`config.mk`:
```
export PLATFORM = sky130hd
export DESIGN_NAME = bcd_field_editor_flat
export DESIGN_NICKNAME = d
export VERILOG_FILES = /design/src/rtl/bcd_field_editor_if.sv /design/src/rtl/bcd_field_editor.sv /design/src/flat_wrapper.sv
export SDC_FILE = /design/constraint.sdc
export NUM_CORES = 1
export LEC_CHECK = 0
export ABC_AREA = 1
export BUFFER_PORTS_ARGS = -buffer_cell sky130_fd_sc_hd__clkbuf_2
export CORE_MARGIN = 8
export CORE_UTILIZATION = 50
export DETAILED_ROUTE_END_ITERATION = 10
export GPL_TIMING_DRIVEN = 0
export PLACE_DENSITY = 0.74
export SYNTH_ARGS = -nofsm -noshare
export SYNTH_HDL_FRONTEND = slang
export SYNTH_SLANG_ARGS = --single-unit
```
`constraint.sdc`:
```
create_clock -name clk -period 3.1 [get_ports clk]
set_clock_uncertainty 0.2 [all_clocks]
set_input_delay 0 -clock clk [delete_from_list [all_inputs] [get_ports clk]]
set_output_delay 0 -clock clk [all_outputs]
set_load 0.1 [all_outputs]
```
`src/rtl/bcd_field_editor_if.sv`:
```
// Bundle between the debounced button front-end / RTC write-back logic and
// bcd_field_editor.
//   master: button pulses (btn_p/r/l), button levels (btn_u/d) and live_val
//           out; edit_val, cursor, state, commit, cancel in.
//   slave : the editor itself; directions mirrored.
interface bcd_field_editor_if #(
    parameter int unsigned NFIELDS = 6,
    parameter int unsigned CW      = (NFIELDS > 1) ? $clog2(NFIELDS) : 1
);
    logic                 btn_p;
    logic                 btn_r;
    logic                 btn_l;
    logic                 btn_u;
    logic                 btn_d;
    logic [8*NFIELDS-1:0] live_val;
    logic [8*NFIELDS-1:0] edit_val;
    logic [CW-1:0]        cursor;
    logic [1:0]           state;
    logic                 commit;
    logic                 cancel;

    modport master (
        output btn_p, btn_r, btn_l, btn_u, btn_d, live_val,
        input  edit_val, cursor, state, commit, cancel
    );

    modport slave (
        input  btn_p, btn_r, btn_l, btn_u, btn_d, live_val,
        output edit_val, cursor, state, commit, cancel
    );
endinterface

```
`src/rtl/bcd_field_editor.sv`:
```
// BCD field editor for the RTC user-control path. Loads a set of 2-digit BCD
// fields from the live values, lets the user move a cursor and step the
// selected field up/down (with auto-repeat on held buttons, wrapping inside
// per-field [FMIN, FMAX]), and finishes with a commit pulse or a timeout
// cancel pulse.
//   clk, rst_n : clock and synchronous active-low reset
//   bus (slave): btn_p/r/l pulses, btn_u/d levels, live_val in;
//                edit_val, cursor, state (IDLE/LOAD/EDIT/COMMIT),
//                commit and cancel pulses out. All outputs registered.
module bcd_field_editor #(
    parameter int unsigned          NFIELDS    = 6,
    parameter logic [8*NFIELDS-1:0] FMIN       = {8'h00, 8'h00, 8'h00, 8'h00, 8'h01, 8'h01},
    parameter logic [8*NFIELDS-1:0] FMAX       = {8'h59, 8'h59, 8'h23, 8'h99, 8'h12, 8'h31},
    parameter int unsigned          REPEAT_DLY = 4,
    parameter int unsigned          REPEAT_PER = 2,
    parameter int unsigned          TIMEOUT    = 50
) (
    input  logic               clk,
    input  logic               rst_n,
    bcd_field_editor_if.slave  bus
);
    localparam int unsigned CW = (NFIELDS > 1) ? $clog2(NFIELDS) : 1;
    localparam int unsigned HW = $clog2(REPEAT_DLY + 2);
    localparam int unsigned RW = $clog2(REPEAT_PER + 1);
    localparam int unsigned TW = $clog2(TIMEOUT + 1);
    localparam logic [HW-1:0] HMAX = '1;

    typedef enum logic [1:0] {
        IDLE   = 2'd0,
        LOAD   = 2'd1,
        EDIT   = 2'd2,
        COMMIT = 2'd3
    } state_t;

    state_t               state_q, state_d;
    logic [8*NFIELDS-1:0] edit_q, edit_d;
    logic [CW-1:0]        cursor_q, cursor_d;
    logic                 commit_q, commit_d;
    logic                 cancel_q, cancel_d;
    logic [TW-1:0]        to_q, to_d;
    logic [HW-1:0]        h_q, h_d;
    logic [RW-1:0]        rep_q, rep_d;
    logic                 lock_q, lock_d;
    logic                 up_prev_q, up_prev_d;
    logic                 dn_prev_q, dn_prev_d;

    logic          up_only, dn_only, new_press, held, fire, any_btn;
    logic [HW-1:0] h_cur;

    function automatic logic field_ok(input logic [7:0] v, input logic [7:0] lo,
                                      input logic [7:0] hi);
        return (v[7:4] <= 4'd9) && (v[3:0] <= 4'd9) && (v >= lo) && (v <= hi);
    endfunction

    function automatic logic [7:0] bcd_inc(input logic [7:0] v, input logic [7:0] lo,
                                           input logic [7:0] hi);
        if (v == hi)             return lo;
        else if (v[3:0] == 4'd9) return v + 8'h07;
        else                     return v + 8'h01;
    endfunction

    function automatic logic [7:0] bcd_dec(input logic [7:0] v, input logic [7:0] lo,
                                           input logic [7:0] hi);
        if (v == lo)             return hi;
        else if (v[3:0] == 4'd0) return v - 8'h07;
        else                     return v - 8'h01;
    endfunction

    always_comb begin
        state_d  = state_q;
        edit_d   = edit_q;
        cursor_d = cursor_q;
        commit_d = 1'b0;
        cancel_d = 1'b0;
        to_d     = '0;
        h_d      = '0;
        rep_d    = '0;
        fire     = 1'b0;

        // Only a single pressed direction counts; both pressed holds h at 0 and
        // makes the survivor look like a fresh press when the other is released.
        up_only   = bus.btn_u & ~bus.btn_d;
        dn_only   = bus.btn_d & ~bus.btn_u;
        up_prev_d = up_only;
        dn_prev_d = dn_only;
        new_press = (up_only & ~up_prev_q) | (dn_only & ~dn_prev_q);
        held      = (up_only & up_prev_q) | (dn_only & dn_prev_q);
        any_btn   = bus.btn_p | bus.btn_r | bus.btn_l | bus.btn_u | bus.btn_d;
        h_cur     = (h_q == HMAX) ? h_q : h_q + 1'b1;

        // h saturates past REPEAT_DLY, so rep_q carries the repeat phase
        // (cycles since the previous repeat step).
        if (new_press) begin
            fire = 1'b1;
        end else if (held) begin
            h_d = h_cur;
            if (h_cur == HW'(REPEAT_DLY)) begin
                fire  = 1'b1;
                rep_d = RW'(1);
            end else if (h_cur > HW'(REPEAT_DLY)) begin
                if (rep_q == RW'(REPEAT_PER)) begin
                    fire  = 1'b1;
                    rep_d = RW'(1);
                end else begin
                    rep_d = rep_q + 1'b1;
                end
            end
        end

        // A button held across a cursor move (or into EDIT) stays inert until
        // every up/down button has been released.
        lock_d = lock_q & (bus.btn_u | bus.btn_d);

        case (state_q)
            IDLE: begin
                if (bus.btn_p) state_d = LOAD;
            end
            LOAD: begin
                for (int unsigned i = 0; i < NFIELDS; i++) begin
                    edit_d[8*i +: 8] = field_ok(bus.live_val[8*i +: 8], FMIN[8*i +: 8],
                                                FMAX[8*i +: 8])
                                       ? bus.live_val[8*i +: 8] : FMIN[8*i +: 8];
                end
                cursor_d = '0;
                lock_d   = bus.btn_u | bus.btn_d;
                state_d  = EDIT;
            end
            EDIT: begin
                if (bus.btn_p) begin
                    state_d  = COMMIT;
                    commit_d = 1'b1;
                end else if (bus.btn_r) begin
                    cursor_d = (cursor_q == CW'(NFIELDS - 1)) ? '0 : cursor_q + 1'b1;
                    h_d      = '0;
                    rep_d    = '0;
                    lock_d   = bus.btn_u | bus.btn_d;
                end else if (bus.btn_l) begin
                    cursor_d = (cursor_q == '0) ? CW'(NFIELDS - 1) : cursor_q - 1'b1;
                    h_d      = '0;
                    rep_d    = '0;
                    lock_d   = bus.btn_u | bus.btn_d;
                end else if (fire && !lock_q) begin
                    if (up_only)
                        edit_d[8*cursor_q +: 8] = bcd_inc(edit_q[8*cursor_q +: 8],
                                                          FMIN[8*cursor_q +: 8],
                                                          FMAX[8*cursor_q +: 8]);
                    else
                        edit_d[8*cursor_q +: 8] = bcd_dec(edit_q[8*cursor_q +: 8],
                                                          FMIN[8*cursor_q +: 8],
                                                          FMAX[8*cursor_q +: 8]);
                end
                if (!any_btn) begin
                    if (to_q == TW'(TIMEOUT - 1)) begin
                        state_d  = IDLE;
                        cancel_d = 1'b1;
                    end else begin
                        to_d = to_q + 1'b1;
                    end
                end
            end
            COMMIT: begin
                state_d = IDLE;
            end
            default: begin
                state_d = IDLE;
            end
        endcase
    end

    always_ff @(posedge clk) begin
        if (!rst_n) begin
            state_q   <= IDLE;
            edit_q    <= FMIN;
            cursor_q  <= '0;
            commit_q  <= 1'b0;
            cancel_q  <= 1'b0;
            to_q      <= '0;
            h_q       <= '0;
            rep_q     <= '0;
            lock_q    <= 1'b0;
            up_prev_q <= 1'b0;
            dn_prev_q <= 1'b0;
        end else begin
            state_q   <= state_d;
            edit_q    <= edit_d;
            cursor_q  <= cursor_d;
            commit_q  <= commit_d;
            cancel_q  <= cancel_d;
            to_q      <= to_d;
            h_q       <= h_d;
            rep_q     <= rep_d;
            lock_q    <= lock_d;
            up_prev_q <= up_prev_d;
            dn_prev_q <= dn_prev_d;
        end
    end

    assign bus.edit_val = edit_q;
    assign bus.cursor   = cursor_q;
    assign bus.state    = state_q;
    assign bus.commit   = commit_q;
    assign bus.cancel   = cancel_q;
endmodule

```
`src/flat_wrapper.sv`:
```
// flat-port wrapper written by rule: the top's interface ports become plain ports
module bcd_field_editor_flat 
#(
    parameter int unsigned          NFIELDS    = 6,
    parameter logic [8*NFIELDS-1:0] FMIN       = {8'h00, 8'h00, 8'h00, 8'h00, 8'h01, 8'h01},
    parameter logic [8*NFIELDS-1:0] FMAX       = {8'h59, 8'h59, 8'h23, 8'h99, 8'h12, 8'h31},
    parameter int unsigned          REPEAT_DLY = 4,
    parameter int unsigned          REPEAT_PER = 2,
    parameter int unsigned          TIMEOUT    = 50
)
  (clk, rst_n, bus_btn_p, bus_btn_r, bus_btn_l, bus_btn_u, bus_btn_d, bus_live_val, bus_edit_val, bus_cursor, bus_state, bus_commit, bus_cancel);
  bcd_field_editor_if #(.NFIELDS(NFIELDS)) bus_i ();
  input  logic clk;
  input  logic rst_n;
  input wire logic [$bits(bus_i.btn_p)-1:0] bus_btn_p;
  input wire logic [$bits(bus_i.btn_r)-1:0] bus_btn_r;
  input wire logic [$bits(bus_i.btn_l)-1:0] bus_btn_l;
  input wire logic [$bits(bus_i.btn_u)-1:0] bus_btn_u;
  input wire logic [$bits(bus_i.btn_d)-1:0] bus_btn_d;
  input wire logic [$bits(bus_i.live_val)-1:0] bus_live_val;
  output wire logic [$bits(bus_i.edit_val)-1:0] bus_edit_val;
  output wire logic [$bits(bus_i.cursor)-1:0] bus_cursor;
  output wire logic [$bits(bus_i.state)-1:0] bus_state;
  output wire logic [$bits(bus_i.commit)-1:0] bus_commit;
  output wire logic [$bits(bus_i.cancel)-1:0] bus_cancel;
  assign bus_i.btn_p = bus_btn_p;
  assign bus_i.btn_r = bus_btn_r;
  assign bus_i.btn_l = bus_btn_l;
  assign bus_i.btn_u = bus_btn_u;
  assign bus_i.btn_d = bus_btn_d;
  assign bus_i.live_val = bus_live_val;
  assign bus_edit_val = bus_i.edit_val;
  assign bus_cursor = bus_i.cursor;
  assign bus_state = bus_i.state;
  assign bus_commit = bus_i.commit;
  assign bus_cancel = bus_i.cancel;
  bcd_field_editor #(.NFIELDS(NFIELDS), .FMIN(FMIN), .FMAX(FMAX), .REPEAT_DLY(REPEAT_DLY), .REPEAT_PER(REPEAT_PER), .TIMEOUT(TIMEOUT)) u_core (.clk(clk), .rst_n(rst_n), .bus(bus_i));
endmodule
```
==> qor.log <==
qor: floorplan.placementRows 37
qor: timing.max_slew.worst_pin.slew 0.9082 ns
qor: detailed_routing.wirelength 20.13 mm
qor: setup_path.timing.critical_path.fanout_max 12
qor: power.leakage 3.375 nW
qor: synth.synthesis.area 0.005110 sq mm
qor: setup_path.setup.worst_path.end_class flop
qor: setup_path.timing.rr.start u_core.bus.cursor[0]
qor: synth.most_frequent_cell_after_synthesis sky130_fd_sc_hd__nand2_1
qor: cts.htreeDepth 3
qor: cts.ctsRootBufferMaster sky130_fd_sc_hd__clkbuf_8
qor: detailed_routing.met3WireLength 2.026 mm
qor: detailed_routing.drcViolationCount 0
qor: detailed_routing.antenna_violating_nets_post_route 0
qor: floorplan.ios 110
qor: power.switchingPower 0.002664 W
qor: grt.grt-ovfl-total 0
qor: power.switching_share 0.5655
qor: placed_design.routabilityCongestion 0.9973
qor: timing.slew_headroom 0.3945
qor: run.cap_violations 0
qor: cts.tritoncts built
qor: grt.grt_antenna_before_repair 0
qor: synth.yosys_warnings 0
qor: cts.cts.sink_count 69
qor: synth.synth_edf_count 0
qor: timing.final_period_minus_worst_setup_slack 3.060 ns
qor: detailed_routing.detail_route.vias_per_cell 5.558
qor: layout.flow.area_growth_from_synthesis 38.44%
qor: floorplan.chipHeight 117.1 um
qor: detailed_routing.wl_met2 9.292 mm
qor: grt.first_global_vias 6040
qor: synth.synth.largest_area_cell sky130_fd_sc_hd__dfxtp_1
qor: synth.synth_top_family_by_area simple AND/OR/NAND/NOR gates
qor: setup_path.arrival 3.10 ns
qor: power.comb_power_share 0.600
qor: power.worst_ir_drop_vdd 620.3 uV
qor: setup_path.critPathSlowestCell sky130_fd_sc_hd__o21ai_1
qor: synth.synth_common_cells sky130_fd_sc_hd__nand2_1, sky130_fd_sc_hd__inv_1, sky130_fd_sc_hd__nand3_1, sky130_fd_sc_hd__a21oi_1, sky130_fd_sc_hd__dfxtp_1
qor: detailed_routing.wl_cell 17.39 um
qor: cts.insertion_delay 0.35 ns
qor: synth.postSynthAreaPerCell 6.194 sq um
qor: floorplan.die_w 117.1 um
qor: setup_path.criticalPathCategory flop to flop
qor: synth.yosys-mux-area-fraction 0
qor: synth.yosys_reg_bits 69
qor: layout.n_antenna_cell 0
qor: synth.asr_flop_ratio_synth 0
qor: synth.adder_cell_share_of_the_synthesized_area 0.04799
qor: status.result_of_the_run finished with violations
qor: detailed_routing.drt_pre_antenna_iters 5
qor: synth.synth.lib_cells_used.distinct 44
qor: setup_path.slowest_delay 0.50 ns
qor: detailed_routing.topRoutingLayerUsed met4
qor: status.violations hold timing
qor: cts.ctsLongestPathBuffers 2
qor: synth.seq_area_frac_synth 0.2703
qor: timing.report.final.setup_viol 0
qor: hold_path.min_from bus_live_val[14]
qor: detailed_routing.via_count 6436
qor: timing.fin_hold_ws -0.03015 ns
qor: grt.grt_pass1_wl 30.14 mm
qor: timing.rsz_0062_raised_after_global_routing yes
qor: layout.drive_above_1_share 0.2701
qor: synth.synthesis.nets 899
qor: detailed_routing.m1WireLength 7.985 mm
qor: floorplan.fp.coreArea 0.01014 sq mm
qor: grt.pin_count_of_the_biggest_net_entering_global_routing 13
qor: synth.synth_compound_area_frac 0.1969
qor: setup_path.crit_required 3.14 ns
qor: power.p_seq_frac 0.248
qor: floorplan.fp.dieArea 0.01371 sq mm
qor: placed_design.placement.setup.worst_slack -0.3684 ns
qor: power.pwrdens 665.8 mW/mm^2
qor: hold_path.hp-class input pin to flop
qor: synth.postSynthCellCount 825
qor: cts.cts_inserted_buffers 9
qor: placed_design.port_buffers 108
qor: timing.fmaxAchievable 0.3268 GHz
qor: timing.count_of_final_max_slew_check_failures 0
qor: floorplan.initial_core_util 0.5040
qor: timing.final_min_period_over_clock_period 0.9871
qor: synth.synthXorXnorAreaFrac 0.005142
qor: synth.top_cells_by_area_synth sky130_fd_sc_hd__dfxtp_1, sky130_fd_sc_hd__nand2_1, sky130_fd_sc_hd__nand3_1
qor: layout.final_core_util 0.6978
qor: layout.finalNetCount 1092
qor: synth.synthFlopType sky130_fd_sc_hd__dfxtp_1
qor: timing.hold_violations 3
qor: synth.yosys.area.top_type_share 0.2703
qor: synth.synth_simple_gate_area_share 0.3683
qor: grt.gr-usage-all-layers 0.2858
qor: setup_path.critical_path.cell_chain inv_4, buf_6, buf_12, ha_1, ha_1, inv_1, nor3_1, o21ai_1, inv_1, o21ai_0, a21oi_2
qor: cts.path_clk_slew 0.08 ns
qor: placed_design.place_hpwl 14.26 mm
qor: setup_path.start_kind flop
qor: timing.fin_ws 0.03991 ns
qor: power.intPower 0.002046 W
qor: layout.fillCellCount 915
qor: power.power.share.clock 0.152
qor: detailed_routing.drt_iter0_markers 625
qor: setup_path.startpoint u_core.bus.cursor[0]
-- worst paths after layout --
kind,to,slack [ns],cells past startpoint
worst max register to register,u_core.bus.edit_val[15],0.04,11
worst min-delay path,u_core.bus.edit_val[9],-0.03,6
worst min register to register,u_core.rep_q[1],0.22,1
worst max-delay path,u_core.bus.edit_val[15],0.04,11
-- layout make-up --
cell class	instances	area [sq um]	area share
Multi-Input combinational cell	617	3437	0.4859
Sequential cell	69	1420	0.2007
Timing Repair Buffer	183	1246	0.1762
Inverter	118	466.7	0.06597
Tap cell	136	170.2	0.02405
Clock buffer	12	166.4	0.02352
Buffer	20	148.9	0.02105
Clock inverter	3	18.77	0.002653
-- metal layers --
layer  global-route usage  vias up
met5                    0        -
met4               0.1553        0
met3              0.06003       59
met2               0.4657      343
met1               0.3459     2912
li1                     -     3122
-- kinds of logic after synthesis --
group | count (synthesis)
AO/OA/AOI/OAI | 185
XOR/XNOR | 3
adder cells (fa/ha/maj) | 19
buffers and inverters | 139
flip-flops | 69
AND/OR/NAND/NOR | 410
-- registers in the layout (all words and copies together), names as in the netlist, 2 cells and up --
signal / count
u_core.to_q: 6
u_core.bus.cursor: 3
u_core.rep_q: 2
u_core.bus.edit_val: 48
u_core.h_q: 3
u_core.bus.state: 2
-- power groups by stage --
stage	clock network, W	registers (W)	logic, W
2_1_floorplan	0	0.00208	0.00104
3_3_place_gp	0	0.00118	0.00251
3_5_place_dp	0	0.00118	0.00252
4_1_cts	0.000712	0.00116	0.00264
5_1_grt	0.000754	0.00118	0.00298
6_report	0.000715	0.00117	0.00283
-- repair_timing --
item / 4_1_cts / 5_1_grt
gates cloned: 0 / 1
buffers inserted: 7 / 13
setup endpoints to repair: 39 / 47
hold endpoints to repair: 51 / 0
hold buffers: 55 / 0
pin swaps: 8 / 19
resized for setup: 29 / 53
-- critical path, delay by kind of cell, from the launching register on --
family          cells  cell delay (ns)
fa+ha+maj           2             0.61
buf+inv             5             0.76
compound gates      3             0.87
flops               1             0.42
simple gates        1             0.06
-- per-stage QoR --
step	TNS, ns	cells	total power (W)	cell area, sq um
floorplan	0	825	0.003121	5174
global placement	-5.447	1069	0.003688	5884
detailed placement	-6.615	1069	0.003698	5884
CTS	-0.03296	1146	0.004514	6789
global route	-0.1496	1158	0.004919	7074
finish	0	1158	0.004710	7074
-- placed cells by master, fill, tap and decap left out, drive strengths merged --
master         n
clkinv         3
nor2          75
buf           30
nor3          13
a31oi          1
o21ai         75
o22ai          1
xor2           3
nand3b         3
nor4           3
o211ai         2
fa             1
ha            18
a21boi         1
a21oi         96
dfxtp         69
dlygate4sd3   54
clkbuf       131
a2111oi        2
nand2        187
or2            5
a22oi          1
nor3b          1
inv          117
o21a           3
clkinvlp       1
nand4         21
nand3        102
o21bai         3
Power figures use the tool's default switching activity.
